==> src/rtl/ysyx_22041207_ifu_pkg.sv <==
// Shared definitions for the instruction fetch unit: FSM states and reset constants.
package ysyx_22041207_ifu_pkg;

    typedef enum logic [2:0] {
        StIdle  = 3'd0,
        StReq   = 3'd1,
        StWait  = 3'd2,
        StDrain = 3'd3,
        StHold  = 3'd4
    } ifu_state_e;

    localparam logic [31:0] InstNop       = 32'h0000_0013;
    localparam logic [63:0] DefaultResetPc = 64'h0000_0000_8000_0000;
    localparam logic [63:0] PcStep        = 64'd4;

    // Forces a fetch address onto a word boundary.
    function automatic logic [63:0] word_align(input logic [63:0] addr);
        return addr & ~64'h3;
    endfunction

endpackage

==> src/rtl/ysyx_22041207_pc_reg.sv <==
// Program counter register: async reset, redirect load (highest priority) and +4 increment.
module ysyx_22041207_pc_reg
    import ysyx_22041207_ifu_pkg::*;
#(
    parameter logic [63:0] RESET_PC = DefaultResetPc
) (
    input  logic        clk,
    input  logic        rst_n,
    input  logic        load_i,
    input  logic [63:0] load_pc_i,
    input  logic        incr_i,
    output logic [63:0] pc_o,
    output logic [63:0] pc_next_o
);

    logic [63:0] pc_d, pc_q;

    always_comb begin
        pc_d = pc_q;
        if (load_i) begin
            pc_d = word_align(load_pc_i);
        end else if (incr_i) begin
            pc_d = pc_q + PcStep;  // wraps modulo 2^64
        end
    end

    always_ff @(posedge clk or negedge rst_n) begin
        if (!rst_n) begin
            pc_q <= RESET_PC;
        end else begin
            pc_q <= pc_d;
        end
    end

    assign pc_o      = pc_q;
    assign pc_next_o = pc_d;

endmodule

==> src/rtl/ysyx_22041207_ifu.sv <==
// Instruction fetch unit: one outstanding word fetch, single-entry output buffer, redirect kill.
module ysyx_22041207_ifu
    import ysyx_22041207_ifu_pkg::*;
#(
    parameter logic [63:0] RESET_PC = DefaultResetPc
) (
    input  logic        clk,
    input  logic        rst_n,
    output logic        imem_req_valid,
    input  logic        imem_req_ready,
    output logic [63:0] imem_req_addr,
    input  logic        imem_rsp_valid,
    input  logic [31:0] imem_rsp_data,
    input  logic        redirect_valid,
    input  logic [63:0] redirect_pc,
    output logic        inst_valid,
    input  logic        inst_ready,
    output logic [31:0] inst,
    output logic [63:0] inst_pc
);

    ifu_state_e  state_d, state_q;
    logic        req_valid_d, req_valid_q;
    logic [63:0] req_addr_d, req_addr_q;
    logic        inst_valid_d, inst_valid_q;
    logic [31:0] inst_d, inst_q;
    logic [63:0] inst_pc_d, inst_pc_q;

    logic        pc_load;
    logic        pc_incr;
    logic [63:0] pc;
    logic [63:0] pc_next;

    ysyx_22041207_pc_reg #(
        .RESET_PC (RESET_PC)
    ) u_pc_reg (
        .clk       (clk),
        .rst_n     (rst_n),
        .load_i    (pc_load),
        .load_pc_i (redirect_pc),
        .incr_i    (pc_incr),
        .pc_o      (pc),
        .pc_next_o (pc_next)
    );

    always_comb begin
        state_d   = state_q;
        pc_load   = 1'b0;
        pc_incr   = 1'b0;
        inst_d    = inst_q;
        inst_pc_d = inst_pc_q;

        if (redirect_valid) begin
            // Redirect beats every other event; a killed in-flight request must be drained.
            pc_load = 1'b1;
            unique case (state_q)
                StIdle:  state_d = StIdle;
                StReq:   state_d = imem_req_ready ? StDrain : StReq;
                StWait:  state_d = imem_rsp_valid ? StReq : StDrain;
                StDrain: state_d = imem_rsp_valid ? StReq : StDrain;
                StHold:  state_d = StReq;
                default: state_d = StIdle;
            endcase
        end else begin
            unique case (state_q)
                StIdle: state_d = StReq;
                StReq: begin
                    if (imem_req_ready) begin
                        state_d = StWait;
                    end
                end
                StWait: begin
                    if (imem_rsp_valid) begin
                        inst_d    = imem_rsp_data;
                        inst_pc_d = pc;
                        pc_incr   = 1'b1;
                        state_d   = StHold;
                    end
                end
                StHold: begin
                    if (inst_ready) begin
                        state_d = StReq;
                    end
                end
                StDrain: begin
                    if (imem_rsp_valid) begin
                        state_d = StReq;
                    end
                end
                default: state_d = StIdle;
            endcase
        end

        // Outputs are registered copies of the next state so no input reaches a port directly.
        req_valid_d  = (state_d == StReq);
        req_addr_d   = pc_next;
        inst_valid_d = (state_d == StHold);
    end

    always_ff @(posedge clk or negedge rst_n) begin
        if (!rst_n) begin
            state_q      <= StIdle;
            req_valid_q  <= 1'b0;
            req_addr_q   <= RESET_PC;
            inst_valid_q <= 1'b0;
            inst_q       <= InstNop;
            inst_pc_q    <= RESET_PC;
        end else begin
            state_q      <= state_d;
            req_valid_q  <= req_valid_d;
            req_addr_q   <= req_addr_d;
            inst_valid_q <= inst_valid_d;
            inst_q       <= inst_d;
            inst_pc_q    <= inst_pc_d;
        end
    end

    assign imem_req_valid = req_valid_q;
    assign imem_req_addr  = req_addr_q;
    assign inst_valid     = inst_valid_q;
    assign inst           = inst_q;
    assign inst_pc        = inst_pc_q;

endmodule
==> config.mk <==
export PLATFORM = sky130hd
export DESIGN_NAME = ysyx_22041207_ifu
export DESIGN_NICKNAME = d
export VERILOG_FILES = /design/src/rtl/ysyx_22041207_ifu_pkg.sv /design/src/rtl/ysyx_22041207_pc_reg.sv /design/src/rtl/ysyx_22041207_ifu.sv
export SDC_FILE = /design/constraint.sdc
export NUM_CORES = 1
export LEC_CHECK = 0
export CAP_MARGIN = 20
export CORE_MARGIN = 4
export CORE_UTILIZATION = 44
export CTS_CLUSTER_DIAMETER = 150
export CTS_CLUSTER_SIZE = 12
export DETAILED_ROUTE_END_ITERATION = 7
export PLACE_DENSITY = 0.75
export SYNTH_ARGS = -nofsm -noshare
export SYNTH_HDL_FRONTEND = slang
export SYNTH_HIERARCHICAL = 1
export SYNTH_SLANG_ARGS = --single-unit
==> constraint.sdc <==
create_clock -name clk -period 3.5 [get_ports clk]
set_clock_uncertainty 0.05 [all_clocks]
set_input_delay 0.7 -clock clk [delete_from_list [all_inputs] [get_ports clk]]
set_output_delay 0.7 -clock clk [all_outputs]
set_load 0.005 [all_outputs]
==> reports/results.txt, run 1 <==
GR Util All Layers - 19.7%
Met2 wire length - 11300 um
ANT nets after route - 0
DR vias/cell - 5.21
Worst Setup SP - imem_rsp_valid
Tmin final - 3.28 ns
Top_reg_cell synth - dfrtp_1
Setup crit end kind - register
Multi-input logic area - 3150 um2
Pre-CTS WS - -0.275 ns
Layout area overhead - 39.4%
Hold/Removal Path Class - input pin to async pin
Slew Limit Fails - 0
Critical path required time - 3.84 ns
Post-synthesis cell type count - 42
Clock power frac - 27.1%
Fillers - 1621
Fmax - 305 MHz
TritonCTS clock tree - done
Worst Tran Pin Value - 0.765 ns
Worst-path fanout max - 6
Post-DP Area - 12000 um2
Mux contribution to synthesized area - 12.0%
CTS buffer count - 23
CTS root buffer - clkbuf_16
Final setup viols - 0
Net Switching - 2.06 mW
Max_slew headroom - 49.0%
Power per Cell Area - 639 nW/um2
Routed vias - 6611
Most frequent cell after synthesis - dfrtp_1
GRT overflow - 0
Post-synthesis sequential area ratio - 63.1%
IO Port Bufs - 261
Wire length on met3 - 1570 um
Synth top area share - 61.3%
Tot Pwr - 8.11 mW
Internal - 6.05 mW
Asr flop ratio synth - 100%
Antenna Cells - 0
Hold Fails Final Rpt - 0
1st-iter DRT viols - 266
Reg2reg path depth - 7
Vias in the first global route - 6897
Unrepaired setup endpoints after global routing - no
Initial antenna violation count - 0
Seq cells post-synth - 229
Synth Area in Compound Gates - 6.15%
Worst-Skew Late Latency - 0.49 ns
Max clock buf depth - 3
Largest family of logic cells by synthesized area - simple AND/OR/NAND/NOR gates
Setup tns final - 0 ns
Ratio of cells with drive above 1 in the final layout - 12.4%
Remaining DRCs - 0
WL met1 - 9940 um
Post-synthesis area per instance - 12.7 um2
Fin nets - 1086
Reg-to-reg startpoint - state_q[2]
Post-synth net total - 820
Sw Ratio - 25.4%
PostCTS Resize Cnt - 0
Hold_buf cts - 0
Setup bufs post-CTS - 0
Critical Path Source Type - input pin
Number of synthesized flops with an enable pin - 0
VDD IR max - 0.340 mV
Core Util, Final - 62.5%
Setup WS post-layout - 0.224 ns
Max-cap viol count - 0
Kind of critical path - input pin to register
Synth Instances - 717
Status - finished clean
Cell area after layout - 12700 um2
Top layer in use - met4
Comb power frac - 27.2%
Adder-cell area share of the yosys netlist - 0.138%
Sink Count - 229
Register area - 5740 um2
Die Width - 152 um
Die area - 23000 um2
Starting Density - 44.8%
Drt wl/cell - 18.3 um
Io pins - 264
Commonest cells in the netlist - dfrtp_1 (223), mux2_2 (67), nand2_1 (55), o21ai_0 (45), mux2_1 (29)
WL final - 23300 um
Dominant cell type by area after synthesis - dfrtp_1
GP Congestion - 0.774
Fraction of the mapped netlist area in simple logic gates - 12.8%
# rows - 52
Die Ht - 152 um
DP HPWL - 16300 um
First-pass GRT wire length - 37500 um
Core ar. - 20300 um2
Detailed Routing Iterations Pass 1 - 4
P_leak - 5.14 nW
Clock transition at path regs - 0.06 ns
H-tree depth - 1
Fin crit share - 93.6%
Synth Warn # - 6
Largest net degree at the start of global routing - 91
Synth top area cells - dfrtp_1 (61%), mux2_2 (8.3%), mux2_1 (3.6%)
Arrival @ worst endpoint - 3.62 ns
Sequential Power Share - 45.7%
Mapped cell area - 9100 um2
XOR/XNOR share of the synthesized area - 3.37%
state kept, by name (all words and copies together) (netlist names):
name	count
imem_req_addr	64
inst_pc	64
u_pc_reg/pc_o	64
inst	32
state_q	3
imem_req_valid	1
inst_valid	1
worst max-delay path: stages:
cell	delay, ns
clkdlybuf4s50_1	0.48
nand3b_1	0.14
nor3_4	0.29
nand3_1	0.15
or4_1	0.60
or4_1	0.67
or3_1	0.35
a31oi_1	0.24
metrics by stage:
| step | cells | hold WS (ns) |
|---|---|---|
| final | 1269 | 0.0494 |
| after global routing | 1269 | 0.0612 |
| after CTS | 1269 | 0.0504 |
| after detailed placement | 1228 | 0.425 |
| after global placement | 1228 | 0.418 |
| after floorplan | 717 | 0.354 |
cell families (layout without fill, tap and decap cells):
logic type               Yosys count  after routing
flip-flops                       229            229
AO/OA/AOI/OAI                     94             94
buffers and inverters             47            329
adder cells (fa/ha/maj)            1              1
XOR/XNOR                          35             35
multiplexers                      97             97
AND/OR/NAND/NOR                  214            214
path summary, 6_finish.rpt:
kind	slack [ns]	to
setup reg to reg	0.38	imem_req_addr[42]
setup / recovery	0.22	imem_req_addr[42]
hold reg to reg	0.43	inst[28]
hold / removal	0.05	inst_pc[43]
min in group clk	0.43	inst[28]
max in group asynchronous	2.52	u_pc_reg/pc_o[9]
power by group through the flow:
stage,Sequential (mW),Combinational (mW),Clock (mW)
finish,3.71,2.20,2.20
global route,3.79,2.37,2.39
CTS,3.72,2.25,2.27
detailed placement,3.75,2.24,0
global placement,3.73,2.20,0
floorplan,3.73,0.666,0
final cells by class:
class                           count  area share (%)
Inverter                            7           0.207
Timing Repair Buffer              281            22.0
Sequential cell                   229            45.2
Clock buffer                       40            5.04
Clock inverter                      1          0.0888
Tap cell                          270            2.66
Multi-Input combinational cell    441            24.8
layout by cell type, fill, tap and decap left out, types with 24 or more instances in the layout:
master	count
a31oi_1	26
clkdlybuf4s50_1	259
dfrtp_1	223
mux2_1	29
mux2_2	67
nand2_1	55
nor2_1	28
o21ai_0	45
or4_1	24
xnor2_1	27
routing by layer:
| metal | vias to the layer above | global-route usage [%] |
|---|---|---|
| met2 | 201 | 32.9 |
| li1 | 3127 | - |
| met3 | 27 | 5.06 |
| met5 | - | 0 |
| met4 | 0 | 4.75 |
| met1 | 3256 | 26.2 |
Power figures use the tool's default switching activity.
==> run 2, diff against run 1 <==
--- a/config.mk
+++ b/config.mk
@@ -5,8 +5,8 @@
 export SDC_FILE = /design/constraint.sdc
 export NUM_CORES = 1
 export LEC_CHECK = 0
-export CAP_MARGIN = 20
-export CORE_MARGIN = 4
+export CAP_MARGIN = 10
+export CORE_MARGIN = 2
 export CORE_UTILIZATION = 44
 export CTS_CLUSTER_DIAMETER = 150
 export CTS_CLUSTER_SIZE = 12
==> reports/results.txt, run 2 (same netlist as run 1, synthesis figures left out) <==
Tmin final - 3.20 ns (-0.0715 ns)
Setup bufs post-CTS - 0 (unchanged)
Hold_buf cts - 0 (unchanged)
Clock power frac - 27.2% (about the same)
Critical Path Source Type - input pin
Worst path max stage delay - 0.67 ns (about the same)
Setup crit end kind - register
Slew Limit Fails - 0 (unchanged)
Register area - 5740 um2 (unchanged)
CTS root buffer - clkbuf_16
PostCTS Resize Cnt - 0 (unchanged)
Most common cell after layout, fill and taps aside - clkdlybuf4s50_1
Max-cap viol count - 0 (unchanged)
Fin nets - 1090 (+0.37%)
VDD IR max - 0.422 mV (+24%)
Sink Count - 229 (unchanged)
Core ar. - 20200 um2 (-0.32%)
GRT overflow - 0 (unchanged)
Multi-input logic area - 3150 um2 (unchanged)
Clock transition at path regs - 0.06 ns (about the same)
IO Port Bufs - 261 (unchanged)
Worst Tran Pin Value - 0.823 ns (+0.0588 ns)
Sequential Power Share - 45.7% (about the same)
Comb power frac - 27.1% (about the same)
GP Congestion - 0.783 (+1.1%)
Fin crit share - 91.6% (-2.0 points)
# rows - 52 (unchanged)
DR vias/cell - 5.25 (+0.73%)
Die Width - 148 um (-2.6%)
Tot Pwr - 8.11 mW (about the same)
Remaining DRCs - 0 (unchanged)
Most frequent CP cell - or4_1
Power per Cell Area - 638 nW/um2 (-0.11%)
Max clock buf depth - 3 (unchanged)
Vias in the first global route - 6711 (-2.7%)
Kind of critical path - input pin to register
Worst-Skew Late Latency - 0.50 ns (about the same)
ANT nets after route - 0 (unchanged)
Fillers - 1610 (-0.68%)
Hold/Removal Path Class - input pin to async pin
CP cell instances - clkdlybuf4s50_1 > nand3b_1 > nor3_4 > nand3_1 > or4_1 > or4_1 > or3_1 > a31oi_1
Arrival @ worst endpoint - 3.55 ns (-0.07 ns)
P_leak - 5.16 nW (+0.28%)
Hold Fails Final Rpt - 0 (unchanged)
Worst-path fanout max - 6 (unchanged)
Fmax - 312 MHz (+2.2%)
Fin cells - 1273 (+0.32%)
Largest net degree at the start of global routing - 95 (+4.4%)
WL final - 22900 um (-1.6%)
TritonCTS clock tree - done
Drt wl/cell - 18.0 um (-1.9%)
Status - finished clean
Max_slew headroom - 45.1% (-3.9 points)
H-tree depth - 1 (unchanged)
DP HPWL - 15700 um (-3.6%)
CTS buffer count - 23 (unchanged)
First-pass GRT wire length - 36400 um (-3.0%)
Slowest CP cell - or4_1
Routed vias - 6680 (+1.0%)
Initial antenna violation count - 0 (unchanged)
Ratio of cells with drive above 1 in the final layout - 12.8% (+0.35 points)
Critical path required time - 3.85 ns (about the same)
Internal - 6.04 mW (about the same)
Die Ht - 148 um (-2.6%)
Antenna Cells - 0 (unchanged)
Net Switching - 2.06 mW (+0.17%)
Most frequent cells in the layout - clkdlybuf4s50_1 (259), dfrtp_1 (223), mux2_2 (67)
Placed cells - 1232 (+0.33%)
1st-iter DRT viols - 217 (-18%)
Detailed Routing Iterations Pass 1 - 4 (unchanged)
Layout area overhead - 39.6%
Sw Ratio - 25.4% (+0.035 points)
GR Util All Layers - 20.8% (+1.1 points)
Die area - 21800 um2 (-5.2%)
Io pins - 264 (unchanged)
Unrepaired setup endpoints after global routing - no
Final setup viols - 0 (unchanged)
Starting Density - 45.0% (+0.14 points)
## run 2: final timing paths
path / start / to / slack [ns] / cells past startpoint
worst min-delay path: rst_n / imem_req_addr[9] / 0.17 / 1
worst min register to register: inst[30] / inst[30] / 0.43 / 1
worst max-delay path: imem_rsp_valid / imem_req_addr[40] / 0.30 / 8
min in group clk: inst[30] / inst[30] / 0.43 / 1
max in group asynchronous: rst_n / inst_pc[31] / 2.31 / 2
worst max register to register: state_q[2] / imem_req_addr[40] / 0.45 / 7
## run 2: power by group through the flow
| stage | logic [mW] | registers (mW) | clock network, mW |
|---|---|---|---|
| 4_1_cts | 2.24 | 3.71 | 2.28 |
| 3_3_place_gp | 2.19 | 3.73 | 0 |
| 5_1_grt | 2.36 | 3.80 | 2.41 |
| 6_report | 2.20 | 3.70 | 2.21 |
| 2_1_floorplan | 0.666 | 3.73 | 0 |
| 3_5_place_dp | 2.23 | 3.75 | 0 |
## run 2: cell type report
| cell class | instances | share of cell area (%) |
|---|---|---|
| clock buffer | 40 | 5.03 |
| clock inverter | 1 | 0.0886 |
| inverter | 7 | 0.207 |
| multi-input combinational | 441 | 24.8 |
| sequential | 229 | 45.2 |
| tap | 270 | 2.66 |
| timing repair buffer | 285 | 22.1 |
## run 2: worst max-delay path: cells and delay by family
family	cells	cell delay, ns
buf+inv	1	0.47
simple gates	6	2.15
compound gates	1	0.23
## run 2: per-stage QoR
stage          utilization (%)  setup TNS (ns)  instance area [um2]  hold WS (ns)  setup WS [ns]
2_1_floorplan                -         -0.0864                 9110         0.354        -0.0220
3_3_place_gp              59.6           -2.47                12100         0.418         -0.134
3_5_place_dp              59.6           -6.52                12100         0.425         -0.214
4_1_cts                   62.8               0                12700         0.192          0.305
5_1_grt                   62.8               0                12700         0.212          0.118
6_report                  62.8               0                12700         0.168          0.295
## run 2: layer usage
| layer | global-route usage [%] | part of all wire (%) |
|---|---|---|
| met2 | 34.5 | 48 |
| met5 | 0 | 0 |
| met4 | 5.34 | 2.7 |
| met3 | 4.78 | 6.6 |
| met1 | 27.9 | 43 |
==> run 3, diff against run 2 <==
--- a/config.mk
+++ b/config.mk
@@ -7,11 +7,11 @@
 export LEC_CHECK = 0
 export CAP_MARGIN = 10
 export CORE_MARGIN = 2
-export CORE_UTILIZATION = 44
+export CORE_UTILIZATION = 48
 export CTS_CLUSTER_DIAMETER = 150
 export CTS_CLUSTER_SIZE = 12
 export DETAILED_ROUTE_END_ITERATION = 7
-export PLACE_DENSITY = 0.75
+export PLACE_DENSITY = 0.78
 export SYNTH_ARGS = -nofsm -noshare
 export SYNTH_HDL_FRONTEND = slang
 export SYNTH_HIERARCHICAL = 1
==> constraint.sdc (replaced) <==
create_clock -name clk -period 3.25 [get_ports clk]
set_clock_uncertainty 0.05 [all_clocks]
set_input_delay 0.65 -clock clk [delete_from_list [all_inputs] [get_ports clk]]
set_output_delay 0.65 -clock clk [all_outputs]
set_load 0.005 [all_outputs]
==> reports/results.txt, run 3 (same netlist as run 1, synthesis figures left out) <==
Most common cell after layout, fill and taps aside - clkdlybuf4s50_1
Final setup viols - 0 (unchanged)
Critical path required time - 3.60 ns (-0.25 ns)
Critical Path Source Type - input pin
Cell area after layout - 12700 um2 (+0.34%)
WL final - 22800 um (-0.24%)
Power per Cell Area - 684 nW/um2 (+7.2%)
Hold Slack - 0.142 ns (-0.0251 ns)
Post-DP Area - 12100 um2 (about the same)
Slew Limit Fails - 0 (unchanged)
GRT overflow - 0 (unchanged)
Drt wl/cell - 18.4 um (+2.3%)
Antenna Cells - 0 (unchanged)
Max_slew headroom - 44.7% (-0.43 points)
Fin nets - 1094 (+0.37%)
Die Width - 142 um (-4.1%)
H-tree depth - 1 (unchanged)
Detailed Routing Iterations Pass 1 - 4 (unchanged)
# rows - 50 (-3.8%)
Setup crit end kind - register
DR vias/cell - 5.39 (+2.7%)
GP Congestion - 0.781 (-0.28%)
CTS buffer count - 23 (unchanged)
1st-iter DRT viols - 287 (+32%)
VDD IR max - 0.428 mV (+1.6%)
Kind of critical path - input pin to register
TritonCTS clock tree - done
CTS root buffer - clkbuf_16
ANT nets after route - 0 (unchanged)
Pre-CTS WS - -0.394 ns (-0.179 ns)
Status - finished clean
Hold Fails Final Rpt - 0 (unchanged)
Die Ht - 142 um (-4.1%)
Most frequent cells in the layout - clkdlybuf4s50_1 (259), dfrtp_1 (223), mux2_2 (67)
Routed vias - 6691 (+0.16%)
Sink Count - 229 (unchanged)
IO Port Bufs - 261 (unchanged)
Layout area overhead - 40.1%
Core ar. - 18600 um2 (-7.9%)
Largest net degree at the start of global routing - 100 (+5.3%)
Io pins - 264 (unchanged)
Setup tns final - 0 ns (unchanged)
Starting Density - 48.8% (+3.8 points)
P_leak - 5.19 nW (+0.63%)
Hold/Removal Path Class - input pin to async pin
Setup WS post-layout - 0.182 ns (-0.114 ns)
Fin crit share - 94.4%
First-pass GRT wire length - 35800 um (-1.8%)
GR Util All Layers - 22.3% (+1.5 points)
Arrival @ worst endpoint - 3.42 ns (-0.13 ns)
Ratio of cells with drive above 1 in the final layout - 13.8% (+1.0 points)
Fmax - 326 MHz
Clock transition at path regs - 0.06 ns (about the same)
Hold_buf cts - 0 (unchanged)
Worst Tran Pin Value - 0.830 ns (+0.00651 ns)
Max-cap viol count - 0 (unchanged)
Remaining DRCs - 0 (unchanged)
Initial antenna violation count - 0 (unchanged)
Die area - 20100 um2 (-8.1%)
Worst-path fanout max - 8 (+2)
Vias in the first global route - 6603 (-1.6%)
Worst-Skew Late Latency - 0.50 ns (about the same)
Tmin final - 3.07 ns
Max clock buf depth - 3 (unchanged)
DP HPWL - 15900 um (+1.0%)
[run 3: cell types whose count changed in the layout (fill, tap and decap cells not counted)]
cell,change
a31oi_2,+3
or4_4,+4
buf_12,+2
buf_4,+2
or4_1,-4
a31oi_1,-3
[run 3: what timing repair did]
action	4_1_cts	5_1_grt
endpoints found under the setup margin	0	18
resized for setup	0	5
setup buffers	0	2
[run 3: cell type report]
| type | count | area [um2] |
|---|---|---|
| repair buffers | 289 | 2860 |
| multi-input cells | 441 | 3180 |
| inverters | 7 | 26.3 |
| flip-flops and latches | 229 | 5740 |
| clock inverters | 1 | 11.3 |
| fillers | 1352 | 5890 |
| well taps | 234 | 293 |
| clock buffers | 40 | 639 |
[run 3: metrics by stage]
| step | total power, mW | utilization (%) | instances |
|---|---|---|---|
| after floorplan | 4.74 | - | 717 |
| after global placement | 6.35 | 64.7 | 1198 |
| after detailed placement | 6.43 | 64.7 | 1198 |
| after CTS | 8.84 | 68.2 | 1239 |
| after global routing | 9.19 | 68.4 | 1241 |
| final | 8.72 | 68.4 | 1241 |
[run 3: path summary, 6_finish.rpt]
path                                        start                end  slack, ns  cells after the start
worst max-delay path               imem_rsp_valid  u_pc_reg/pc_o[54]       0.18                      9
worst min-delay path                        rst_n        inst_pc[48]       0.14                      1
worst max register to register  u_pc_reg/pc_o[21]  imem_req_addr[48]       0.28                      6
worst min register to register            inst[5]            inst[5]       0.44                      1
max in group asynchronous                   rst_n         inst_pc[8]       2.23                      2
min in group clk                          inst[5]            inst[5]       0.44                      1
[run 3: layer usage]
layer  part of all wire, %  track usage [%]
met4                   1.8             5.16
met2                    49             38.0
met5                     0                0
met1                    41             29.3
met3                   7.9             5.26
[run 3: critical path: stages]
cell and delay, ns:
clkdlybuf4s50_1 0.46, nand3b_1 0.13, nor3_4 0.22, buf_4 0.16, nand3_1 0.09, or4_4 0.55, nand3b_1 0.35, or4_4 0.56
a31oi_2 0.24
[run 3: power by group]
group	switching, mW	internal, mW	leakage, nW
logic	0.757	1.61	2.11
clock network	1.03	1.33	0.310
registers	0.419	3.57	2.77
total	2.21	6.51	5.19
